--- config.mk ---
export PLATFORM = sky130hd
export DESIGN_NAME = uart_cmd_parser
export DESIGN_NICKNAME = d
export VERILOG_FILES = /design/src/rtl/uart_cmd_parser.sv
export SDC_FILE = /design/constraint.sdc
export NUM_CORES = 1
export LEC_CHECK = 0
export CAP_MARGIN = 15
export CORE_MARGIN = 5
export CORE_UTILIZATION = 35
export CTS_BUF_LIST = sky130_fd_sc_hd__clkbuf_4 sky130_fd_sc_hd__clkbuf_8
export DETAILED_ROUTE_END_ITERATION = 8
export PLACE_DENSITY_LB_ADDON = 0.2
export SLEW_MARGIN = 20
export SYNTH_ARGS = -nofsm -noshare
export SYNTH_HDL_FRONTEND = slang
export SYNTH_SLANG_ARGS = --single-unit
export TNS_END_PERCENT = 20
--- constraint.sdc ---
create_clock -name clk -period 8.1 [get_ports clk]
set_input_delay 0.81 -clock clk [delete_from_list [all_inputs] [get_ports clk]]
set_output_delay 0.81 -clock clk [all_outputs]
set_load 0.01 [all_outputs]
--- src/rtl/uart_cmd_parser.sv ---
// rtl/uart_cmd_parser.sv - byte-stream command frame parser (checksum stage enabled by UART_CMD_CHKSUM_EN)
module uart_cmd_parser #(
    parameter int         clock_freq     = 100_000_000,
    parameter int         timeout_cycles = 100_000,
    parameter logic [7:0] header         = 8'hA5
) (
    input  logic        clk,
    input  logic        rst,
    input  logic [7:0]  rx_data,
    input  logic        rx_rec,
    output logic        rx_clr,
    output logic [7:0]  cmd_addr,
    output logic [31:0] cmd_data,
    output logic        cmd_valid,
    output logic        cmd_err
);

    // A zero timeout would give a zero-width counter, so keep at least one bit.
    localparam int               GAP_W   = (timeout_cycles < 1) ? 1 : $clog2(timeout_cycles + 1);
    localparam logic [GAP_W-1:0] GAP_MAX = GAP_W'(timeout_cycles);

    typedef enum logic [2:0] {
        S_HUNT,
        S_ADDR,
        S_DATA,
`ifdef UART_CMD_CHKSUM_EN
        S_CHK,
`endif
        S_OUT
    } state_t;

    state_t             state;
    state_t             state_next;
    logic [7:0]         addr_sh;
    logic [7:0]         addr_sh_next;
    logic [31:0]        data_sh;
    logic [31:0]        data_sh_next;
    logic [1:0]         idx;
    logic [1:0]         idx_next;
    logic [GAP_W-1:0]   gap_cnt;
    logic               valid_next;
    logic               err_next;
    logic               load_out;
    logic               accept;
    logic               in_frame;
    logic               timeout;
    logic               take;

    // clock_freq documents the clock the timeout is scaled against; it drives no logic.
    logic unused_cfg;
    assign unused_cfg = (clock_freq != 0);

    // A byte is accepted only when no clear is in flight, so a level flag that is
    // still high during the clear cycle is not read twice.
    assign accept   = rx_rec && !rx_clr;
`ifdef UART_CMD_CHKSUM_EN
    assign in_frame = (state == S_ADDR) || (state == S_DATA) || (state == S_CHK);
`else
    assign in_frame = (state == S_ADDR) || (state == S_DATA);
`endif
    assign timeout  = in_frame && (gap_cnt == GAP_MAX);
    // A byte arriving in the timeout cycle is cleared upstream but not parsed.
    assign take     = accept && !timeout;

`ifdef UART_CMD_CHKSUM_EN
    logic [7:0] chk_sum;
    // Running sum of address and payload bytes, modulo 256.
    always_comb begin
        chk_sum = addr_sh + data_sh[31:24] + data_sh[23:16] + data_sh[15:8] + data_sh[7:0];
    end
`endif

    // Next-state and strobe decode; timeout overrides whatever the byte would have done.
    always_comb begin
        state_next   = state;
        addr_sh_next = addr_sh;
        data_sh_next = data_sh;
        idx_next     = idx;
        valid_next   = 1'b0;
        err_next     = 1'b0;
        load_out     = 1'b0;
        if (timeout) begin
            state_next = S_HUNT;
            err_next   = 1'b1;
        end else begin
            case (state)
                S_HUNT: begin
                    if (take && (rx_data == header)) begin
                        state_next = S_ADDR;
                    end
                end
                S_ADDR: begin
                    if (take) begin
                        addr_sh_next = rx_data;
                        idx_next     = 2'd0;
                        state_next   = S_DATA;
                    end
                end
                S_DATA: begin
                    if (take) begin
                        data_sh_next = {data_sh[23:0], rx_data};
                        idx_next     = idx + 2'd1;
                        if (idx == 2'd3) begin
`ifdef UART_CMD_CHKSUM_EN
                            state_next = S_CHK;
`else
                            state_next = S_OUT;
`endif
                        end
                    end
                end
`ifdef UART_CMD_CHKSUM_EN
                S_CHK: begin
                    if (take) begin
                        if (rx_data == chk_sum) begin
                            state_next = S_OUT;
                        end else begin
                            err_next   = 1'b1;
                            state_next = S_HUNT;
                        end
                    end
                end
`endif
                S_OUT: begin
                    valid_next = 1'b1;
                    load_out   = 1'b1;
                    // A byte landing here is handled as if already back in HUNT.
                    if (take && (rx_data == header)) begin
                        state_next = S_ADDR;
                    end else begin
                        state_next = S_HUNT;
                    end
                end
                default: begin
                    state_next = S_HUNT;
                end
            endcase
        end
    end

    // Parser state, shadows and frame index.
    always_ff @(posedge clk or posedge rst) begin
        if (rst) begin
            state   <= S_HUNT;
            addr_sh <= 8'h00;
            data_sh <= 32'h0;
            idx     <= 2'd0;
        end else begin
            state   <= state_next;
            addr_sh <= addr_sh_next;
            data_sh <= data_sh_next;
            idx     <= idx_next;
        end
    end

    // Inter-byte gap counter: restarts on every accept, saturates, idle outside a frame.
    always_ff @(posedge clk or posedge rst) begin
        if (rst) begin
            gap_cnt <= '0;
        end else if (accept || !in_frame) begin
            gap_cnt <= '0;
        end else if (gap_cnt != GAP_MAX) begin
            gap_cnt <= gap_cnt + 1'b1;
        end
    end

    // One-cycle clear back to the receiver for every accepted byte.
    always_ff @(posedge clk or posedge rst) begin
        if (rst) begin
            rx_clr <= 1'b0;
        end else begin
            rx_clr <= accept;
        end
    end

    // Command outputs: registered strobes, data held until the next good frame.
    always_ff @(posedge clk or posedge rst) begin
        if (rst) begin
            cmd_addr  <= 8'h00;
            cmd_data  <= 32'h0;
            cmd_valid <= 1'b0;
            cmd_err   <= 1'b0;
        end else begin
            cmd_valid <= valid_next;
            cmd_err   <= err_next;
            if (load_out) begin
                cmd_addr <= addr_sh;
                cmd_data <= data_sh;
            end
        end
    end

endmodule

==> results.txt <==
The relative contribution of sequential cells to total power is 0.444, and the share of the clock period used by the worst path after layout is 0.2994. The CTS sink count came out at 104. The analysis attributes to net switching a power of 598.1 uW. The number of cells on the worst reg-to-reg path works out to 7. The detailed-route wire length per cell was 14.61 um; the total die area was 0.01472 mm^2.

Dividing total power by cell area gives a power density of 374.1 mW/mm^2. The number of buffers created by CTS is 9. The worst hold path cell count came out at 1. Compared with the post-synthesis result, the final layout area differs by 20.94%.

The fraction of power consumed by the clock network came out at 0.186. The root buffer cell was sky130_fd_sc_hd__clkbuf_8. The floorplan step set the die width to 121.3 um. The number of cell rows is 40, and the number of vias per cell after detailed routing is 4.695.

Most area-hungry cell type in the Yosys netlist: sky130_fd_sc_hd__dfrtp_1. The tools report the number of warning messages in the yosys log as 0. Summed over all nets, the half-perimeter wirelength after detailed placement is 5193 um. Share of async-settable or async-resettable flops after synthesis: 1.000. The number of slew-limit violations in the final report was 0. TritonCTS built the clock tree.

The top-area cell type share of the netlist area was 0.5999. The H-tree was split into 3 levels. Among all flip-flop cells after synthesis, the most frequent one is sky130_fd_sc_hd__dfrtp_1.

By area the synthesized netlist is led by sky130_fd_sc_hd__dfrtp_1 (60%), sky130_fd_sc_hd__mux2_2 (18%), sky130_fd_sc_hd__mux2_1 (2.9%). First-pass detailed-route iteration total: 4. The sequential share of the synthesized area came out at 0.5999. The repair_antennas step left the layout with diodes totalling 0.

Top routing layer in use: met4. Part of the power in combinational logic: 0.370. The fraction of final layout cells with drive strength greater than 1 came out at 0.2727. The startpoint of the most critical register-to-register path is gap_cnt[0]$_DFFE_PP0P_. In this run the most critical hold path is launched from addr_sh[0]$_DFFE_PP0P_.

The gate count after technology mapping came out at 300. For the worst-skew pair, the clock arrives at the later sink with an insertion delay of 0.36 ns. The average instance area after synthesis is 14.46 um^2. The detailed router put a total of 3877 um of wire on met1. The minimum hold slack is 0.4902 ns. The global-route wire length before repair is 13500 um. Setup repair after global routing left no endpoint under its margin. In this run, distinct cell masters in the synthesized netlist total 37. The required time of the critical path is 8.35 ns. The run gives 0 as the number of failing hold endpoints at the final stage. The final number of setup-violating endpoints was 0; the number of violations of the max-capacitance limit was 0. The run gives 0.004992 mm^2 as the placed standard-cell area. The path with the worst hold slack has its endpoint at cmd_addr[0]$_DFFE_PP0P_. Vertical extent of the die: 121.3 um.

The detailed router placed 2493 vias in this run. The run gives 0.3596 as the effective utilization at floorplan. The logs give 1.365 mW for the internal power component and 318 for the post-synth net total. The final standard cell area without fillers was 0.005246 mm^2; the length of routed met3 wiring was 246 um. The data arrival time of the critical path is 2.68 ns.

The post-route DRC violation count was 0; the maximum operating frequency was 412.3 MHz. By startpoint and endpoint, the worst setup path is classified as reg2reg. Number of post-CTS setup repair buffers: 0. The most common cell after layout, fill and taps aside is sky130_fd_sc_hd__dfrtp_1. The flop and latch count out of synthesis works out to 104. The initial antenna violation count was 0; the net switching share of the total power was 0.3047. Total wire length: 7758 um.

The post-cts repair resize count is 0. The reg2reg setup slack is 5.67 ns, and the worst-margin pin slew is 0.6957 ns. Number of filler cells placed in the layout: 1134.

Clock-pin slew was measured on the worst setup and hold paths at 0.10 ns. The net count of the finished layout is 376, and the multi-input logic area is 0.001587 mm^2. The clock period minus final worst setup slack was 2.425 ns. The kind of path behind the tightest hold check was reg2reg. For the worst-case clock skew, the log shows 0.01069 ns. The logs give 0 for the final antenna-violating net count and 0.004338 mm^2 for the post-synthesis instance area.

The max-slew headroom at the worst pin is 0.5362, and the number of hold buffers added after CTS is 0. The number of top-level pins was 54. Endpoint kind of the worst setup timing path: a flip-flop.

Quantity of I/O buffers inserted on ports: 53. For this block, the initial DRC count from the detailed router was 72. VDD sags by at most 0.1436 mV.

The top cell types in the final layout, fill and taps aside, are sky130_fd_sc_hd__dfrtp_1 (104), sky130_fd_sc_hd__mux2_2 (70), sky130_fd_sc_hd__clkdlybuf4s50_1 (53). In this run the static leakage power is 2.192 nW. The run gives 0 ns as the final setup TNS.

The number of flops mapped to enable cells by yosys works out to 0. In this run the critical register-to-register path is captured at cmd_data[23]$_DFFE_PP0P_. The tools report the via count of the first global-routing pass as 2692. The logs give 0.7254 for the global placement routability congestion and 58 for the largest net degree at the start of global routing.

The total area inside the core boundary comes to 0.01206 mm^2. The clock passes through at most 2 buffers. STA classifies the critical path startpoint as a flip-flop. In the detailed route, the total length drawn on met2 is 3516 um. Along the worst path, the maximum fanout reaches 41. The flow ran to the end, and the final reports show no timing, DRC or antenna violations.

Summed over all layers, the global routing overflow is 0. The overall global routing resource usage is 0.1145. Across the whole layout, storage elements account for 0.002603 mm^2.
==> sequential cells by signal, indices dropped and copies added (netlist names) <==
register   cells
cmd_err        1
rx_clr         1
cmd_valid      1
idx            2
addr_sh        8
gap_cnt       17
state          2
cmd_data      32
data_sh       32
cmd_addr       8
==> area by class of cell <==
| class | instances | area share |
|---|---|---|
| tap | 168 | 0.04007 |
| inverter | 12 | 0.009063 |
| timing repair buffer | 56 | 0.1092 |
| clock buffer | 11 | 0.02647 |
| clock inverter | 5 | 0.01669 |
| multi-input combinational | 175 | 0.3024 |
| sequential | 104 | 0.4961 |
==> cells by family after synthesis <==
| kind of cell | share of synthesized area |
|---|---|
| fa+ha+maj | 0.02019 |
| simple gates | 0.07528 |
| flops | 0.5999 |
| compound gates | 0.03375 |
| buf+inv | 0.03432 |
| xor+xnor | 0.02625 |
| mux | 0.2103 |
==> cells in the mapped netlist, types with 2 or more instances <==
library cell / n
sky130_fd_sc_hd__xnor2_1: 11
sky130_fd_sc_hd__nand4_1: 6
sky130_fd_sc_hd__nand2_1: 9
sky130_fd_sc_hd__nor2_1: 16
sky130_fd_sc_hd__nor4_1: 5
sky130_fd_sc_hd__ha_1: 7
sky130_fd_sc_hd__buf_6: 4
sky130_fd_sc_hd__mux2_1: 11
sky130_fd_sc_hd__a21oi_4: 2
sky130_fd_sc_hd__dfrtp_1: 104
sky130_fd_sc_hd__inv_1: 12
sky130_fd_sc_hd__nor3_1: 3
sky130_fd_sc_hd__a311oi_1: 2
sky130_fd_sc_hd__a21oi_1: 6
sky130_fd_sc_hd__clkbuf_8: 4
sky130_fd_sc_hd__nand3_1: 5
sky130_fd_sc_hd__nor4bb_1: 2
sky130_fd_sc_hd__xor2_1: 2
sky130_fd_sc_hd__mux2_2: 70
sky130_fd_sc_hd__nand2b_1: 2
==> critical path, cell delays in order, from the launching register on <==
cell and delay (ns):
sky130_fd_sc_hd__dfrtp_1 0.43, sky130_fd_sc_hd__inv_1 0.11, sky130_fd_sc_hd__ha_1 0.14, sky130_fd_sc_hd__nor4bb_2 0.22, sky130_fd_sc_hd__nand4_1 0.31, sky130_fd_sc_hd__o21ai_4 0.21, sky130_fd_sc_hd__buf_4 0.47, sky130_fd_sc_hd__mux2_2 0.40
==> power by group through the flow <==
stage | logic, mW | clock network, mW | registers, mW
after floorplan | 0.432 | 0 | 0.893
after global placement | 0.720 | 0 | 0.881
after detailed placement | 0.732 | 0 | 0.886
after CTS | 0.734 | 0.377 | 0.876
after global routing | 0.796 | 0.400 | 0.904
final | 0.726 | 0.366 | 0.871
==> layer usage <==
layer	track usage	vias up
li1	-	1173
met1	0.1563	1268
met2	0.1765	44
met3	0.02704	8
met4	0.04412	0
met5	0	-
==> worst max path at each step <==
stage	from	end	slack, ns	cells past startpoint
after floorplan	rst	addr_sh[0]$_DFFE_PP0P_	4.56	1
after global placement	rx_rec	data_sh[27]$_DFFE_PP0P_	5.06	6
after detailed placement	rx_rec	data_sh[21]$_DFFE_PP0P_	5.04	6
after CTS	rx_rec	data_sh[21]$_DFFE_PP0P_	5.44	6
after global routing	gap_cnt[0]$_DFFE_PP0P_	cmd_data[21]$_DFFE_PP0P_	5.44	7
final	gap_cnt[0]$_DFFE_PP0P_	cmd_data[23]$_DFFE_PP0P_	5.67	7
==> metrics by stage <==
step	power (mW)	util	setup WS, ns	std cells
3_5_place_dp	1.618	0.4139	5.036	514
3_3_place_gp	1.600	0.4139	5.065	514
6_report	1.963	0.4350	5.675	531
5_1_grt	2.099	0.4350	5.444	531
2_1_floorplan	1.325	-	4.558	300
4_1_cts	1.987	0.4327	5.439	530
(Power assumes the default switching activity.)
